File: src/rtl/product_accumulator_if.sv
// product_accumulator_if: term input, flush and result output of the
// product accumulator bundled with a debug view of the FSM state.
//
// Handshake rules for both channels (in_valid/in_ready, out_valid/out_ready):
// a transfer happens on a rising clk edge where valid and ready are both
// high; the source holds its data stable while valid is high and not yet
// accepted, and ready never depends combinationally on valid.
interface product_accumulator_if #(
  parameter int WIDTH     = 32,
  parameter int ACC_WIDTH = 72
);
  logic                   in_valid;
  logic                   in_ready;
  logic [2*WIDTH-1:0]     product;
  logic                   flush;
  logic                   out_valid;
  logic                   out_ready;
  logic [ACC_WIDTH-1:0]   acc_out;
  logic                   overflow;
  // 0 = ACCUM, 1 = HOLD
  logic                   state_dbg;

  modport slave (
    input  in_valid, product, flush, out_ready,
    output in_ready, out_valid, acc_out, overflow, state_dbg
  );

  modport master (
    output in_valid, product, flush, out_ready,
    input  in_ready, out_valid, acc_out, overflow, state_dbg
  );
endinterface

File: src/rtl/product_accumulator.sv
// product_accumulator: sums COUNT consecutive signed products into a signed
// ACC_WIDTH accumulator and presents each completed sum, with a sticky
// overflow flag, on a registered valid/ready output.
//
// Build option: define PRODUCT_ACC_SAT_EN to clamp the running sum to the
// signed max/min on overflow; otherwise the running sum wraps modulo
// 2^ACC_WIDTH. Overflow reporting is the same either way.
//
// ACC_WIDTH must be >= 2*WIDTH and COUNT must be >= 1.
module product_accumulator #(
  parameter int WIDTH     = 32,
  parameter int ACC_WIDTH = 72,
  parameter int COUNT     = 16
) (
  input  logic                  clk,
  input  logic                  rst,
  product_accumulator_if.slave  bus
);

  localparam int PW    = 2 * WIDTH;
  localparam int EXT   = ACC_WIDTH + 1 - PW;
  localparam int CNT_W = (COUNT > 1) ? $clog2(COUNT) : 1;
  localparam logic [CNT_W-1:0] LAST = CNT_W'(COUNT - 1);

`ifdef PRODUCT_ACC_SAT_EN
  localparam logic [ACC_WIDTH-1:0] ACC_MAX = {1'b0, {(ACC_WIDTH-1){1'b1}}};
  localparam logic [ACC_WIDTH-1:0] ACC_MIN = {1'b1, {(ACC_WIDTH-1){1'b0}}};
`endif

  typedef enum logic {
    ACCUM = 1'b0,
    HOLD  = 1'b1
  } state_t;

  state_t               state;
  logic [ACC_WIDTH-1:0] acc;
  logic [CNT_W-1:0]     cnt;
  logic                 ovf_sticky;

  logic [ACC_WIDTH:0]   sum_ext;
  logic                 ovf;
  logic [ACC_WIDTH-1:0] next_acc;
  logic                 accept;

  // in_ready comes from state (and reset) only, never from out_ready.
  assign bus.in_ready  = (state == ACCUM) && !rst;
  assign bus.state_dbg = state;
  assign accept        = bus.in_valid && bus.in_ready;

  // One extra guard bit: the top two bits of the sum disagree exactly when
  // the true sum does not fit in ACC_WIDTH signed bits.
  always_comb begin
    sum_ext  = {acc[ACC_WIDTH-1], acc} + {{EXT{bus.product[PW-1]}}, bus.product};
    ovf      = sum_ext[ACC_WIDTH] ^ sum_ext[ACC_WIDTH-1];
    next_acc = sum_ext[ACC_WIDTH-1:0];
`ifdef PRODUCT_ACC_SAT_EN
    // The guard bit carries the sign of the true sum.
    if (ovf) begin
      next_acc = sum_ext[ACC_WIDTH] ? ACC_MIN : ACC_MAX;
    end
`endif
  end

  // Accumulate/hold FSM with all datapath and output registers.
  always_ff @(posedge clk or posedge rst) begin
    if (rst) begin
      state        <= ACCUM;
      acc          <= '0;
      cnt          <= '0;
      ovf_sticky   <= 1'b0;
      bus.out_valid <= 1'b0;
      bus.acc_out  <= '0;
      bus.overflow <= 1'b0;
    end else begin
      case (state)
        ACCUM: begin
          if (bus.flush) begin
            // A term handshaken alongside flush is consumed and dropped.
            acc        <= '0;
            cnt        <= '0;
            ovf_sticky <= 1'b0;
          end else if (accept) begin
            if (cnt == LAST) begin
              bus.acc_out   <= next_acc;
              bus.overflow  <= ovf_sticky | ovf;
              bus.out_valid <= 1'b1;
              acc           <= '0;
              cnt           <= '0;
              ovf_sticky    <= 1'b0;
              state         <= HOLD;
            end else begin
              acc        <= next_acc;
              cnt        <= cnt + 1'b1;
              ovf_sticky <= ovf_sticky | ovf;
            end
          end
        end
        HOLD: begin
          // flush is ignored here so a pending result is never lost.
          if (bus.out_valid && bus.out_ready) begin
            bus.out_valid <= 1'b0;
            state         <= ACCUM;
          end
        end
        default: state <= ACCUM;
      endcase
    end
  end

endmodule

File: src/flat_wrapper.sv
// flat-port wrapper written by rule: the top's interface ports become plain ports
module product_accumulator_flat 
#(
  parameter int WIDTH     = 32,
  parameter int ACC_WIDTH = 72,
  parameter int COUNT     = 16
)
  (clk, rst, bus_in_valid, bus_product, bus_flush, bus_out_ready, bus_in_ready, bus_out_valid, bus_acc_out, bus_overflow, bus_state_dbg);
  product_accumulator_if #(.WIDTH(WIDTH), .ACC_WIDTH(ACC_WIDTH)) bus_i ();
  input  logic clk;
  input  logic rst;
  input wire logic [$bits(bus_i.in_valid)-1:0] bus_in_valid;
  input wire logic [$bits(bus_i.product)-1:0] bus_product;
  input wire logic [$bits(bus_i.flush)-1:0] bus_flush;
  input wire logic [$bits(bus_i.out_ready)-1:0] bus_out_ready;
  output wire logic [$bits(bus_i.in_ready)-1:0] bus_in_ready;
  output wire logic [$bits(bus_i.out_valid)-1:0] bus_out_valid;
  output wire logic [$bits(bus_i.acc_out)-1:0] bus_acc_out;
  output wire logic [$bits(bus_i.overflow)-1:0] bus_overflow;
  output wire logic [$bits(bus_i.state_dbg)-1:0] bus_state_dbg;
  assign bus_i.in_valid = bus_in_valid;
  assign bus_i.product = bus_product;
  assign bus_i.flush = bus_flush;
  assign bus_i.out_ready = bus_out_ready;
  assign bus_in_ready = bus_i.in_ready;
  assign bus_out_valid = bus_i.out_valid;
  assign bus_acc_out = bus_i.acc_out;
  assign bus_overflow = bus_i.overflow;
  assign bus_state_dbg = bus_i.state_dbg;
  product_accumulator #(.WIDTH(WIDTH), .ACC_WIDTH(ACC_WIDTH), .COUNT(COUNT)) u_core (.clk(clk), .rst(rst), .bus(bus_i));
endmodule
File: config.mk
export PLATFORM = sky130hd
export DESIGN_NAME = product_accumulator_flat
export DESIGN_NICKNAME = d
export VERILOG_FILES = /design/src/rtl/product_accumulator_if.sv /design/src/rtl/product_accumulator.sv /design/src/flat_wrapper.sv
export SDC_FILE = /design/constraint.sdc
export NUM_CORES = 1
export LEC_CHECK = 0
export ABC_AREA = 1
export BUFFER_PORTS_ARGS = -buffer_cell sky130_fd_sc_hd__buf_2
export CAP_MARGIN = 20
export CORE_UTILIZATION = 50
export DETAILED_ROUTE_END_ITERATION = 6
export PLACE_DENSITY_LB_ADDON = 0.25
export SKIP_LAST_GASP = 1
export SLEW_MARGIN = 10
export SYNTH_ARGS = -nofsm -noshare
export SYNTH_HDL_FRONTEND = slang
export SYNTH_SLANG_ARGS = --single-unit
export TNS_END_PERCENT = 20
File: constraint.sdc
create_clock -name clk -period 4.7 [get_ports clk]
set_input_delay 0.705 -clock clk [delete_from_list [all_inputs] [get_ports clk]]
set_output_delay 0.705 -clock clk [all_outputs]
set_load 0.03 [all_outputs]
# Word level (Yosys, flattened, before mapping)
# Cells that the tools add are included.
[word_totals]
ram_bits = 0
mem_count = 0
latch_bits = 0
output_inout_bits = 76
romBits = 0
register_bits = 152
[op_classes]
order_cmp = 0
n_mux = 19
shifts = 0
n_addsub = 2
reduce_logical = 8
eq_ne = 5
mul = 0
n_bitwise = 4
div = 0
[ops]
columns = ["op", "count"]
rows = [
  ["$mux 72", 3],
  ["$add 72x64->73", 1],
  ["$mux 4", 3],
  ["$mux 1", 11],
  ["$reduce_and 4->1", 2],
  ["$ne 2x2->1 const B", 3],
  ["$add 4x1->4 const B", 1],
  ["$eq 4x4->1 const B", 1],
  ["$pmux 1 s2", 2],
  ["$logic_and 1x1->1", 3],
  ["$ne 2x1->1 const B", 1],
  ["$not 1->1", 2],
  ["$reduce_and 2->1", 1],
  ["$reduce_bool 2->1", 1],
  ["$logic_not 1->1", 1],
  ["$or 1x1->1", 1],
  ["$xor 1x1->1", 1],
]

# Longest topological paths before layout
[depth]
ltp_word = 6
ltp_mapped = 18
mapped_depth_nobuf = 18

# Worst setup path before layout
# No wires, ideal clock.
[synth_timing]
path_type = "input to register"
startpoint = "in bus_product[0]"
endpoint = "reg u_core.bus.acc_out[56]"
path_slack_ns = 2.197
stages = 16
setup_ns = 0.118
path_buffers = 0
t_required_ns = 4.582
arrival_time_ns = 2.385
path_cell_list = "ha_1 inv_1 fa_1 inv_1 nand3_2 nand2_2 nand2_1 nand2_2 nand2_1 nand3_2 nand2_2 nand2_4 a21oi_2 or2_1 nand3_1 nand2_1"
[synth_between]
elab_chain_cells = 1
[synth_rtl]
columns = ["item", "line", "text"]
rows = [
  ["start, declared", "flat_wrapper.sv:13", "input wire logic [$bits(bus_i.product)-1:0] bus_product;"],
  ["$add 72x64->73", "product_accumulator.sv:53", "sum_ext = {acc[ACC_WIDTH-1], acc} + {{EXT{bus.product[PW-1]}}, bus.product};"],
  ["end signal, assigned", "product_accumulator.sv:84", "bus.acc_out <= next_acc;"],
  ["end, declared", "product_accumulator_if.sv:25", "output in_ready, out_valid, acc_out, overflow, state_dbg"],
]
# No other way between the ends.
# A chain may end at the register's enable or synchronous reset.

# Worst setup path after layout
[layout_timing]
startpoint = "reg u_core.acc[0]"
endpoint = "reg u_core.bus.acc_out[42]"
[layout_between]
elab_chain_cells = 1
[layout_rtl]
columns = ["item", "line", "text"]
rows = [
  ["start, declared", "product_accumulator.sv:36", "logic [ACC_WIDTH-1:0] acc;"],
  ["start signal, assigned", "product_accumulator.sv:92", "acc <= next_acc;"],
  ["$add 72x64->73", "product_accumulator.sv:53", ""],
]
# No other way between the ends.

==> results.toml <==
[status]
outcome = "completed"

[sta]
fmax_mhz = 360
fin_skew_ns = 0.0146
worst-slew-pin-transition_ns = 0.918
setup_viol_count_final = 0
rsz0062_at_grt = "no"
slew_viol_final = 0
final-hold-violation-count = 0
setup_tns_ns = 0
relSlewSlack_pct = 38.8
finalCritPeriodShare_pct = 59.0
period_minus_slack_ns = 2.77

[floorplan]
die_h_um = 155
start_util_pct = 51.2
dieArea_um2 = 23900
die_w_um = 155
io_pins = 145
row_count = 55
core_region_area_um2 = 22800

[detailed_routing]
wire_per_inst_um = 18.6
first_pass_iters = 5
drtIter0Drc = 845
vias = 11965
drc_errors = 0
ant_nets = 0
via_per_inst = 5.40
wirelength_mm = 41.3

[grt]
grt_overflow_total = 0
grt_first_pass_wirelength_mm = 64.6
grt_pass1_vias = 11896
grt_max_degree = 153
grt_antenna_before_repair = 0
gr-usage-all-layers_pct = 35.5

[critical_path]
end_kind = "register"
crit_cells = 13
crit_top_cell = "nand3_1"
cp_max_fo = 3
critPathKind = "reg2reg"
start_kind = "register"
path_cells = "ha_1 > inv_1 > fa_1 > inv_1 > nand3_2 > nor2_1 > nand2_1 > nand3_1 > nand3_1 > a21oi_1 > o21ai_0 > nand3_1 > nand2_1"
cp_slowest_stage_delay_ns = 0.43
crit_arrival_ns = 3.11
crit_family = "simple AND/OR/NAND/NOR gates"
worstPathRequired_ns = 5.04
critPathBufInv = 2
reg2reg_depth = 13
crit_path_top_delay_cell = "fa_1"

[cells_and_area]
drive_gt1_share_pct = 14.0
fin_area_um2 = 13300
syn_to_final_growth_pct = 14.1
seqCellArea_um2 = 3800
multi_input_area_um2 = 6900
fin_nets = 2032
final_common_cell = "nand2_1"
antenna_cells = 0
nFillCells = 2295
layout_common_cells = "nand2_1, inv_1, nor2_1"

[run]
maxCapViolations = 0

[worst_hold_path]
whs_path_depth = 2
hp-class = "reg2reg"

[yosys]
synth-seq-area-share_pct = 32.6
synth_cells = 1748
synth-edff-count = 0
synth_flop_cell = "dfrtp_1"
ys_ff_latch = 152
synth_top_area_share_pct = 32.6
synth.avg_cell_area_um2 = 6.67
yosysUniqueCellTypes = 42
yosysTopAreaCell = "dfrtp_1"
synthTopCellsByArea = "dfrtp_1, nand2_1, ha_1"
synth_nets = 1891
async_flop_share_pct = 100
yosysWarnings = 0
syn_area_um2 = 11700

[cts]
post_cts_buffers = 0
htreeDepth = 4
cts_buffer_depth = 2
numCtsBuffers = 17
postCtsResizedCells = 0
cts_tree = "yes"
clk_transition_reported_paths_ns = 0.08
clock_latency_ns = 0.45
root_buffer = "clkbuf_16"
cts_sinks = 152
cts_hold_buf = 0

[power]
p_leak_nw = 7.23
powerDensity_nw_per_um2 = 296
peakVddDrop_mv = 0.186

[placed_design]
place.port_buffers = 144
gp_congestion = 1.01
place_area_um2 = 12700
dp_hpwl_mm = 33.3
-- kinds of logic after synthesis --
kind of cell             share of synthesized area, %
AND/OR/NAND/NOR                                  34.6
AO/OA/AOI/OAI                                    13.9
XOR/XNOR                                         2.70
buffers and inverters                            8.18
flip-flops                                       32.6
adder cells (fa/ha/maj)                          8.01
-- synthesized netlist by cell type (2+ instances only) --
| library cell | instances |
|---|---|
| a21boi_0 | 3 |
| a21o_1 | 4 |
| a21oi_1 | 111 |
| a21oi_2 | 8 |
| a21oi_4 | 2 |
| buf_2 | 9 |
| buf_4 | 3 |
| clkbuf_1 | 18 |
| dfrtp_1 | 152 |
| ha_1 | 73 |
| inv_1 | 210 |
| inv_2 | 8 |
| nand2_1 | 572 |
| nand2_2 | 20 |
| nand2_4 | 3 |
| nand2b_1 | 3 |
| nand3_1 | 116 |
| nand3_2 | 7 |
| nand3b_1 | 5 |
| nand4_1 | 17 |
| nor2_1 | 165 |
| nor2_2 | 19 |
| nor2_4 | 3 |
| nor3_1 | 8 |
| nor4_1 | 2 |
| o211ai_2 | 3 |
| o21a_1 | 3 |
| o21ai_0 | 119 |
| o21ai_1 | 5 |
| o21ai_2 | 2 |
| o21bai_1 | 23 |
| o22ai_1 | 2 |
| or2_1 | 7 |
| xnor2_1 | 21 |
| xor2_1 | 15 |
-- final cells by class --
type / count / area share, %
Multi-Input combinational cell: 1348 / 51.9
Sequential cell: 152 / 28.6
Inverter: 218 / 6.19
Timing Repair Buffer: 152 / 6.11
Clock buffer: 18 / 3.30
Tap cell: 313 / 2.94
Clock inverter: 14 / 0.987
-- layer usage --
layer	share of wire (%)	GRT usage, %
met5	0	0
met1	43	43.7
met4	3.7	14.8
met2	48	61.9
met3	5.6	5.49
-- path summary, 6_finish.rpt --
check,slack [ns],startpoint,to
worst min register to register,0.48,u_core.bus.acc_out[62],u_core.bus.acc_out[62]
max in group asynchronous,3.51,rst,u_core.acc[51]
worst max register to register,1.93,u_core.acc[0],u_core.bus.acc_out[42]
worst min-delay path,0.48,u_core.bus.acc_out[62],u_core.bus.acc_out[62]
worst max-delay path,1.93,u_core.acc[0],u_core.bus.acc_out[42]
min in group asynchronous,0.51,rst,u_core.bus.acc_out[66]
-- through the flow --
stage	utilization [%]	hold slack (ns)	setup slack, ns	cells	power [mW]
2_1_floorplan	-	0.453	2.08	1748	2.20
3_3_place_gp	55.8	0.457	1.55	2182	2.53
3_5_place_dp	55.9	0.459	1.52	2183	2.54
4_1_cts	58.4	0.478	1.93	2215	3.93
5_1_grt	58.4	0.493	1.71	2215	4.11
6_report	58.4	0.477	1.93	2215	3.94
-- sequential cells by signal (all words and copies together), names as in the netlist --
signal,cells
u_core.ovf_sticky,1
u_core.cnt,4
u_core.bus.acc_out,72
u_core.bus.overflow,1
u_core.acc,72
u_core.bus.out_valid,1
u_core.bus.state_dbg,1
-- worst register-to-register path: cells and delay by family (launching register included) --
family          cells  cell delay, ns
buf+inv             2            0.19
compound gates      2            0.62
fa+ha+maj           2            0.68
simple gates        7            0.84
flops               1            0.36
-- power breakdown --
part | total [mW] | internal (mW) | switching, mW
Combinational | 1.11 | 0.342 | 0.771
Clock | 1.40 | 0.715 | 0.683
Sequential | 1.43 | 1.38 | 0.0480
Power figures use the tool's default switching activity.
